File: src/rtl/pc_upstream_arbiter.sv
// pc_upstream_arbiter: merges three upstream word streams (BD, FPGA, global
// route) into one registered stream towards the PC. Weighted round-robin
// bursts; code words can lock the grant onto one source for a group.
module pc_upstream_arbiter #(
    parameter int  NPCroute = 5,
    parameter int  NPCcode  = 7,
    parameter int  NPCdata  = 20,
    parameter int  NWGT     = 4,
    localparam int W        = NPCroute + NPCcode + NPCdata
) (
    input  logic            clk,
    input  logic            reset,
    input  logic [W-1:0]    in0_d,
    input  logic            in0_v,
    output logic            in0_a,
    input  logic [W-1:0]    in1_d,
    input  logic            in1_v,
    output logic            in1_a,
    input  logic [W-1:0]    in2_d,
    input  logic            in2_v,
    output logic            in2_a,
    input  logic [NWGT-1:0] wgt0,
    input  logic [NWGT-1:0] wgt1,
    input  logic [NWGT-1:0] wgt2,
    output logic [W-1:0]    out_d,
    output logic            out_v,
    input  logic            out_a,
    output logic [1:0]      cur_src,
    output logic            locked
);

    // Handshake: every channel moves a word in the cycle where v=1 and a=1.
    // Producers hold d/v until accepted; acks never depend on the same
    // channel's a (no combinational loop), only on v, grant and out space.

    localparam logic [NPCcode-1:0] CODE_PAIR   = NPCcode'(14);
    localparam logic [NPCcode-1:0] CODE_LOCK   = NPCcode'(15);
    localparam logic [NPCcode-1:0] CODE_UNLOCK = NPCcode'(16);

    logic [1:0]      r_cur;
    logic [NWGT-1:0] r_credit;
    logic            r_pair;
    logic            r_hb;
    logic            r_out_v;
    logic [W-1:0]    r_out_d;

    logic [3:0]      w_v;
    logic [1:0]      w_n1;
    logic [1:0]      w_n2;
    logic [1:0]      w_g;
    logic            w_ready;
    logic            w_acc;
    logic            w_locked;
    logic [W-1:0]    w_word;
    logic [NWGT-1:0] w_wgt;
    logic [NWGT-1:0] w_credit_load;
    logic [NPCcode-1:0] w_code;

    assign w_v      = {1'b0, in2_v, in1_v, in0_v};
    assign w_n1     = (r_cur == 2'd2) ? 2'd0 : r_cur + 2'd1;
    assign w_n2     = (w_n1 == 2'd2) ? 2'd0 : w_n1 + 2'd1;
    assign w_locked = r_pair | r_hb;

    // Grant decision: lock holds, then remaining burst credit, then rotate.
    always_comb begin
        w_g = r_cur;
        if (w_locked) begin
            w_g = r_cur;
        end else if ((r_credit != '0) && w_v[r_cur]) begin
            w_g = r_cur;
        end else if (w_v[w_n1]) begin
            w_g = w_n1;
        end else if (w_v[w_n2]) begin
            w_g = w_n2;
        end else begin
            w_g = r_cur;
        end
    end

    // Output register has room when empty or draining this cycle; no acks in reset.
    assign w_ready = (!r_out_v | out_a) & reset;
    assign in0_a   = (w_g == 2'd0) & in0_v & w_ready;
    assign in1_a   = (w_g == 2'd1) & in1_v & w_ready;
    assign in2_a   = (w_g == 2'd2) & in2_v & w_ready;
    assign w_acc   = in0_a | in1_a | in2_a;

    // Word and weight of the granted source.
    always_comb begin
        w_word = in2_d;
        w_wgt  = wgt2;
        case (w_g)
            2'd0:    begin w_word = in0_d; w_wgt = wgt0; end
            2'd1:    begin w_word = in1_d; w_wgt = wgt1; end
            default: begin w_word = in2_d; w_wgt = wgt2; end
        endcase
    end

    // A zero weight still grants one word per turn.
    assign w_credit_load = (w_wgt == '0) ? '0 : w_wgt - NWGT'(1);
    assign w_code        = w_word[NPCcode+NPCdata-1:NPCdata];

    // Single-word output register, loaded whenever it has room.
    always_ff @(posedge clk or negedge reset) begin
        if (!reset) begin
            r_out_v <= 1'b0;
            r_out_d <= '0;
        end else if (w_ready) begin
            r_out_v <= w_acc;
            if (w_acc) r_out_d <= w_word;
        end
    end

    // Current owner and burst credit; a new owner reloads from its weight.
    always_ff @(posedge clk or negedge reset) begin
        if (!reset) begin
            r_cur    <= 2'd2;
            r_credit <= '0;
        end else if (w_acc) begin
            if (w_g != r_cur) begin
                r_cur    <= w_g;
                r_credit <= w_credit_load;
            end else if (r_credit != '0) begin
                r_credit <= r_credit - NWGT'(1);
            end
        end
    end

    // Group lock tracking from the code field of each accepted word.
    always_ff @(posedge clk or negedge reset) begin
        if (!reset) begin
            r_pair <= 1'b0;
            r_hb   <= 1'b0;
        end else if (w_acc) begin
            if (w_code == CODE_PAIR)   r_pair <= ~r_pair;
            if (w_code == CODE_LOCK)   r_hb   <= 1'b1;
            if (w_code == CODE_UNLOCK) r_hb   <= 1'b0;
        end
    end

    assign out_d   = r_out_d;
    assign out_v   = r_out_v;
    assign cur_src = r_cur;
    assign locked  = w_locked;

endmodule

File: config.mk
export PLATFORM = sky130hd
export DESIGN_NAME = pc_upstream_arbiter
export DESIGN_NICKNAME = d
export VERILOG_FILES = /design/src/rtl/pc_upstream_arbiter.sv
export SDC_FILE = /design/constraint.sdc
export NUM_CORES = 1
export LEC_CHECK = 0
export CORE_MARGIN = 2
export CORE_UTILIZATION = 40
export CTS_BUF_LIST = sky130_fd_sc_hd__clkbuf_4 sky130_fd_sc_hd__clkbuf_8
export CTS_CLUSTER_DIAMETER = 200
export CTS_CLUSTER_SIZE = 40
export DETAILED_ROUTE_END_ITERATION = 12
export HOLD_SLACK_MARGIN = 0.08
export PLACE_DENSITY_LB_ADDON = 0.25
export SLEW_MARGIN = 20
export SYNTH_ARGS = -nofsm -noshare
export SYNTH_HDL_FRONTEND = slang
export SYNTH_SLANG_ARGS = --single-unit
File: constraint.sdc
create_clock -name clk -period 3.1 [get_ports clk]
set_input_delay 0.31 -clock clk [delete_from_list [all_inputs] [get_ports clk]]
set_output_delay 0.31 -clock clk [all_outputs]
set_load 0.005 [all_outputs]
==> metrics.cfg, run 1 <==
[clock_network]
ctsRootBufferMaster=clkbuf_8
cts.sinks=41
clk_pin_slew_worst_paths_ns=0.08
cts_buffers=5
cts_max_level=2
clockBufferDepth=2
clock_latency_ns=0.29
cts_tree=yes

[floorplanning]
io_pins=153
die_y_um=86.8
floorplan.core_area_sq_um=6720
rows=30
dieWidth_um=86.8
start_util=0.408
die_area_sq_um=7540

[sta]
clock_skew_ns=0.00326
max_slew_margin=0.525
period_minus_slack_ns=2.98
setup_viol=0
fin_ws_ns=0.120
final-hold-violation-count=0
period_share=0.961
tightest_slew_ns=0.709
slew_viol_final=0
fmax_ghz=0.336

[detailed_routing]
drt_iter0_markers=127
avgViaCountPerCell=5.35
wl_per_cell_um=14.9
drc=0
num_vias=3199
drt-total-wl_mm=8.90
ant_nets=0
drt-pass1-iter-count=4

[grt]
grt_overflow=0
grtUsageTotal=0.229
grt_pass1_wl_mm=13.9
grt_pass1_vias=3025
antenna_found_initial=0
grt_max_degree=42

[flow_run]
max-cap-violations=0

[synth]
synth_nets=476
avgSynthCellArea_sq_um=7.60
ys_ff_latch=41
synthTopCellsByArea=dfrtp_1 36%, nand2_1 13%, a21oi_1 13%, o21ai_0 4.6%, o21ai_1 2.7%
synthDistinctLibCells=54
yosys_warnings=0
synth_top_area_share=0.365
synth_edf_count=0
async_flop_share=1.00
syn-instance-count=361
synth_area_sq_um=2740
yosys.area.top_type=dfrtp_1
synth_flop_cell=dfrtp_1
yosysSeqAreaShare=0.375

[finish]
finalInstanceArea_sq_um=4500
fill_cells=600
post-route-util=0.670
antenna_cells=0
fin_cells=598
drive_gt1_frac=0.108
nNetsFinal=632
area_delta_synth_final_pct=64.1

[worst_setup_path]
cp_slowest_cell=clkdlybuf4s50_1
cp_max_fo=6
critPathBufInv=3
crit_required_ns=2.79
critical_path.cell_chain=inv_2 > ha_2 > or3b_4 > o21ai_4 > o211ai_1 > nand2_1 > nand4_1 > inv_1 > clkdlybuf4s50_1
setup.worst_path.start_class=register
cp-end-kind=primary output
crit_arrival_ns=2.67
path_delay_family=simple AND/OR/NAND/NOR gates
max_stage_delay_ns=0.49
criticalPathCategory=register to primary output

[place]
portBuffers=152
dp_slack_ns=0.200
placed_area_sq_um=4350
post-dp-hpwl_mm=6.93
dp.cells=582
place_congestion=0.943

[power]
pwr-share-clk=0.073
p_int_mw=2.54
combPwrFrac=0.727
ir_drop_mv=0.434
powerDensity_nw_per_um2=1060
p_leak_nw=1.87
p_switching_mw=2.25
switching_share=0.469
seq_power_share=0.200

[min_path]
hold_path.class=input pin to async pin

[run_status]
outcome=completed

==> final timing paths <==
path | start | slack, ns | endpoint | cells past startpoint
max | r_credit[0] | 0.12 | in1_a | 9
min | reset | 0.09 | out_v | 2
max reg2reg | r_credit[0] | 0.25 | r_credit[2] | 13
min reg2reg | out_d[5] | 0.48 | out_d[5] | 2
max in group asynchronous | reset | 2.65 | cur_src[1] | 2
min in group clk | reset | 0.44 | out_v | 3
==> flip-flops by register name, summed over array words and instances (netlist names) <==
| signal | flops |
|---|---|
| cur_src | 2 |
| r_pair | 1 |
| r_credit | 4 |
| out_d | 32 |
| out_v | 1 |
| r_hb | 1 |
==> layout make-up <==
class / instances / area (sq um) / area share
Clock buffer: 6 / 76.3 / 0.0170
Multi-Input combinational cell: 289 / 1590 / 0.353
Tap cell: 80 / 100 / 0.0222
Clock inverter: 2 / 10.0 / 0.00222
Timing Repair Buffer: 172 / 1670 / 0.370
Sequential cell: 41 / 1030 / 0.228
Inverter: 8 / 30.0 / 0.00667
==> cells in the final DEF (no fill, tap or decap), types with 2 or more instances in the layout <==
cell type,n
nand2_1,98
clkdlybuf4s50_1,151
inv_1,6
nand2b_1,2
nand4_1,2
a211oi_1,6
dfrtp_1,40
o211ai_1,2
inv_2,2
nor3_1,6
nand4b_1,2
clkbuf_8,5
o31a_1,3
nor2_4,2
clkinv_2,2
a31oi_1,3
nor2_2,3
o21ai_0,25
a21o_4,2
nor2_1,7
a31oi_2,2
mux2_2,4
mux2i_1,3
nand3b_1,2
a21oi_1,68
buf_4,20
nor2b_1,2
nand3_1,6
o21ai_1,15
==> Yosys cell counts (all sizes together) (2+ instances only) <==
library cell,n
dfrtp,40
o211a,2
nand3,6
inv,8
clkbuf,11
o21ai,41
a21oi,69
nor3,7
a21o,2
nand4,2
mux2,5
o31a,3
a211oi,7
nor2b,2
nand3b,2
mux2i,3
a31oi,5
nor2,12
nand4b,2
o211ai,3
nand2b,2
nand2,98
buf,12
==> layer usage <==
metal	vias up	GRT usage	wire length, um	share of wire
met2	112	0.413	4510	0.51
met3	10	0.0714	685	0.077
li1	1583	-	-	-
met4	0	0.0398	97	0.011
met5	-	0	0	0
met1	1494	0.268	3600	0.40
==> metrics by stage <==
stage / setup TNS, ns / hold WS (ns) / power (mW)
2_1_floorplan: 0 / 0.0144 / 3.15
3_3_place_gp: 0 / 0.430 / 4.21
3_5_place_dp: 0 / 0.419 / 4.28
4_1_cts: 0 / 0.0991 / 4.65
5_1_grt: -0.0537 / 0.119 / 5.26
6_report: 0 / 0.0861 / 4.79
==> power groups by stage <==
stage          Combinational [mW]  Clock (mW)  Sequential, mW
2_1_floorplan                2.19           0           0.951
3_3_place_gp                 3.25           0           0.955
3_5_place_dp                 3.32           0           0.965
4_1_cts                      3.34       0.360           0.958
5_1_grt                      3.88       0.386           0.994
6_report                     3.48       0.350           0.959
==> kinds of logic (layout without fill, tap and decap cells) <==
group | after synthesis | in the layout | share of synthesized area
AO/OA/AOI/OAI | 140 | 140 | 0.305
XOR/XNOR | 1 | 1 | 0.00319
adder cells (fa/ha/maj) | 1 | 1 | 0.00456
buffers and inverters | 31 | 188 | 0.0538
flip-flops | 41 | 41 | 0.375
multiplexers | 8 | 8 | 0.0328
AND/OR/NAND/NOR | 139 | 139 | 0.226
==> worst register-to-register path: stages, from the launching register on <==
cell and delay (ns):
dfrtp_1 0.42, inv_2 0.08, ha_2 0.19, or3b_4 0.43, o21ai_4 0.12, a21o_4 0.18, buf_4 0.12, a21oi_4 0.06
nand4_1 0.15, buf_4 0.14, o211a_2 0.26, buf_4 0.32, a211oi_1 0.08, nor3_1 0.20
==> what timing repair did <==
| action | CTS | global route |
|---|---|---|
| hold buffers | 0 | 0 |
| setup endpoints to repair | 0 | 4 |
| setup buffers | 0 | 8 |
| resized for setup | 0 | 4 |
Power figures use the tool's default switching activity.
==> run 2, diff against run 1 <==
CORE_UTILIZATION = 35   (was 40)
==> run 2 against run 1 <==
Against the previous run:
- first-iteration DRC count shrank 7.9%
- sequential share of layout area down 0.070 points
- via count fell by 2.5%
- maximum frequency is 1.2% higher
- sequential power barely moved
- clock-buffer cell count is 1 lower
- critical path type unchanged
- largest cell class unchanged
- largest power group unchanged
==> metrics.cfg, run 2 (synthesis results as in run 1) <==
[worst_setup_path]
setup.worst_path.start_class=register
criticalPathCategory=register to primary output
crit_arrival_ns=2.63
cp_max_fo=5
crit_required_ns=2.79
cp-end-kind=primary output

[grt]
grtUsageTotal=0.200
grt_overflow=0
grt_max_degree=42
grt_pass1_wl_mm=13.7
antenna_found_initial=1
grt_pass1_vias=2928

[floorplanning]
floorplan.core_area_sq_um=7650
start_util=0.359
io_pins=153
die_area_sq_um=8560
rows=32
die_y_um=92.5
dieWidth_um=92.5

[finish]
final_cell_mix=151 x clkdlybuf4s50_1, 98 x nand2_1, 68 x a21oi_1
finalInstanceArea_sq_um=4510
area_delta_synth_final_pct=64.6
fill_cells=700
fin_cells=612
final_common_cell=clkdlybuf4s50_1
antenna_cells=0
nNetsFinal=624
largest_register_ffs=32
register_area_sq_um=1030
drive_gt1_frac=0.0882
multiInputGateArea_sq_um=1590

[detailed_routing]
num_vias=3120
drt-total-wl_mm=8.74
avgViaCountPerCell=5.10
drt-pass1-iter-count=4
ant_nets=0
wl_per_cell_um=14.3
drt_iter0_markers=117
drc=0

[flow_run]
max-cap-violations=0

[clock_network]
cts_max_level=2
clock_latency_ns=0.29
holdBufCountCts=0
ctsRootBufferMaster=clkbuf_8
cts.sinks=41
clockBufferDepth=2
clk_pin_slew_worst_paths_ns=0.08
cts_tree=yes
cts_buffers=5

[run_status]
outcome=completed

[sta]
fmax_ghz=0.340
fin_setup_tns_ns=0
period_minus_slack_ns=2.94
slew_viol_final=0
period_share=0.950
setup_viol=0
final-hold-violation-count=0
clock_skew_ns=0.00725
fin_ws_ns=0.156
max_slew_margin=0.553
tightest_slew_ns=0.668

[place]
dp.cells=601
post-dp-hpwl_mm=6.86
dp_slack_ns=0.230
portBuffers=152
placed_area_sq_um=4360
place_congestion=0.867

[min_path]
hold_path.class=input pin to async pin

[power]
totalPowerFinal_mw=4.81
powerDensity_nw_per_um2=1060
ir_drop_mv=0.481
p_leak_nw=1.85

run 2: changes by cell type in the layout (fill, tap and decap cells not counted):
cell | before | now
inv_1 | 6 | 7
clkinv_2 | 2 | 1
ha_2 | 1 | 0
a21boi_2 | 1 | 0
nor2_2 | 3 | 2
a21boi_1 | 0 | 1
buf_4 | 20 | 12
inv_2 | 2 | 1
clkbuf_4 | 1 | 0
bufinv_16 | 0 | 2
ha_1 | 0 | 1
nor2_4 | 2 | 3
run 2: power by group:
group / switching, mW / internal [mW] / total (mW) / leakage (nW)
logic: 1.87 / 1.47 / 3.34 / 1.27
clock network: 0.185 / 0.320 / 0.505 / 0.0681
registers: 0.167 / 0.792 / 0.959 / 0.513
run 2: layout make-up:
type,instances,share of cell area
clock buffers,5,0.0152
clock inverters,3,0.0144
inverters,8,0.00665
multi-input cells,289,0.352
flip-flops and latches,41,0.228
well taps,102,0.0283
repair buffers,164,0.356
run 2: critical path, cell delays in order, from the launching register on:
cell,delay [ns]
dfrtp_1,0.40
inv_1,0.10
ha_1,0.20
or3b_4,0.43
a21oi_1,0.19
nor2_2,0.10
a21oi_4,0.20
nand4_1,0.15
inv_1,0.08
clkdlybuf4s50_1,0.49
run 2: final timing paths:
path | to | from | cells after the start | slack, ns
worst max-delay path | in2_a | r_credit[0] | 9 | 0.16
min in group clk | out_v | reset | 3 | 0.43
worst min register to register | out_d[28] | out_d[28] | 2 | 0.49
worst min-delay path | out_v | reset | 2 | 0.1
max in group asynchronous | cur_src[1] | reset | 2 | 2.64
worst max register to register | r_credit[2] | r_credit[0] | 12 | 0.27
run 2: repair_timing:
item / in CTS / in global routing
setup buffers: 0 / 3
resized for setup: 0 / 1
hold endpoints to repair: 0 / 0
setup endpoints to repair: 0 / 2
run 2: layer usage:
layer,global-route usage,up-vias,share of wire
li1,-,1567,-
met1,0.240,1421,0.41
met2,0.342,118,0.48
met3,0.0732,12,0.091
met4,0.0498,2,0.013
met5,0,-,0.00080
run 2: per-stage QoR:
stage	hold slack [ns]	utilization
floorplan	0.0144	-
global placement	0.438	0.570
detailed placement	0.448	0.570
CTS	0.127	0.587
global route	0.149	0.590
finish	0.0985	0.590
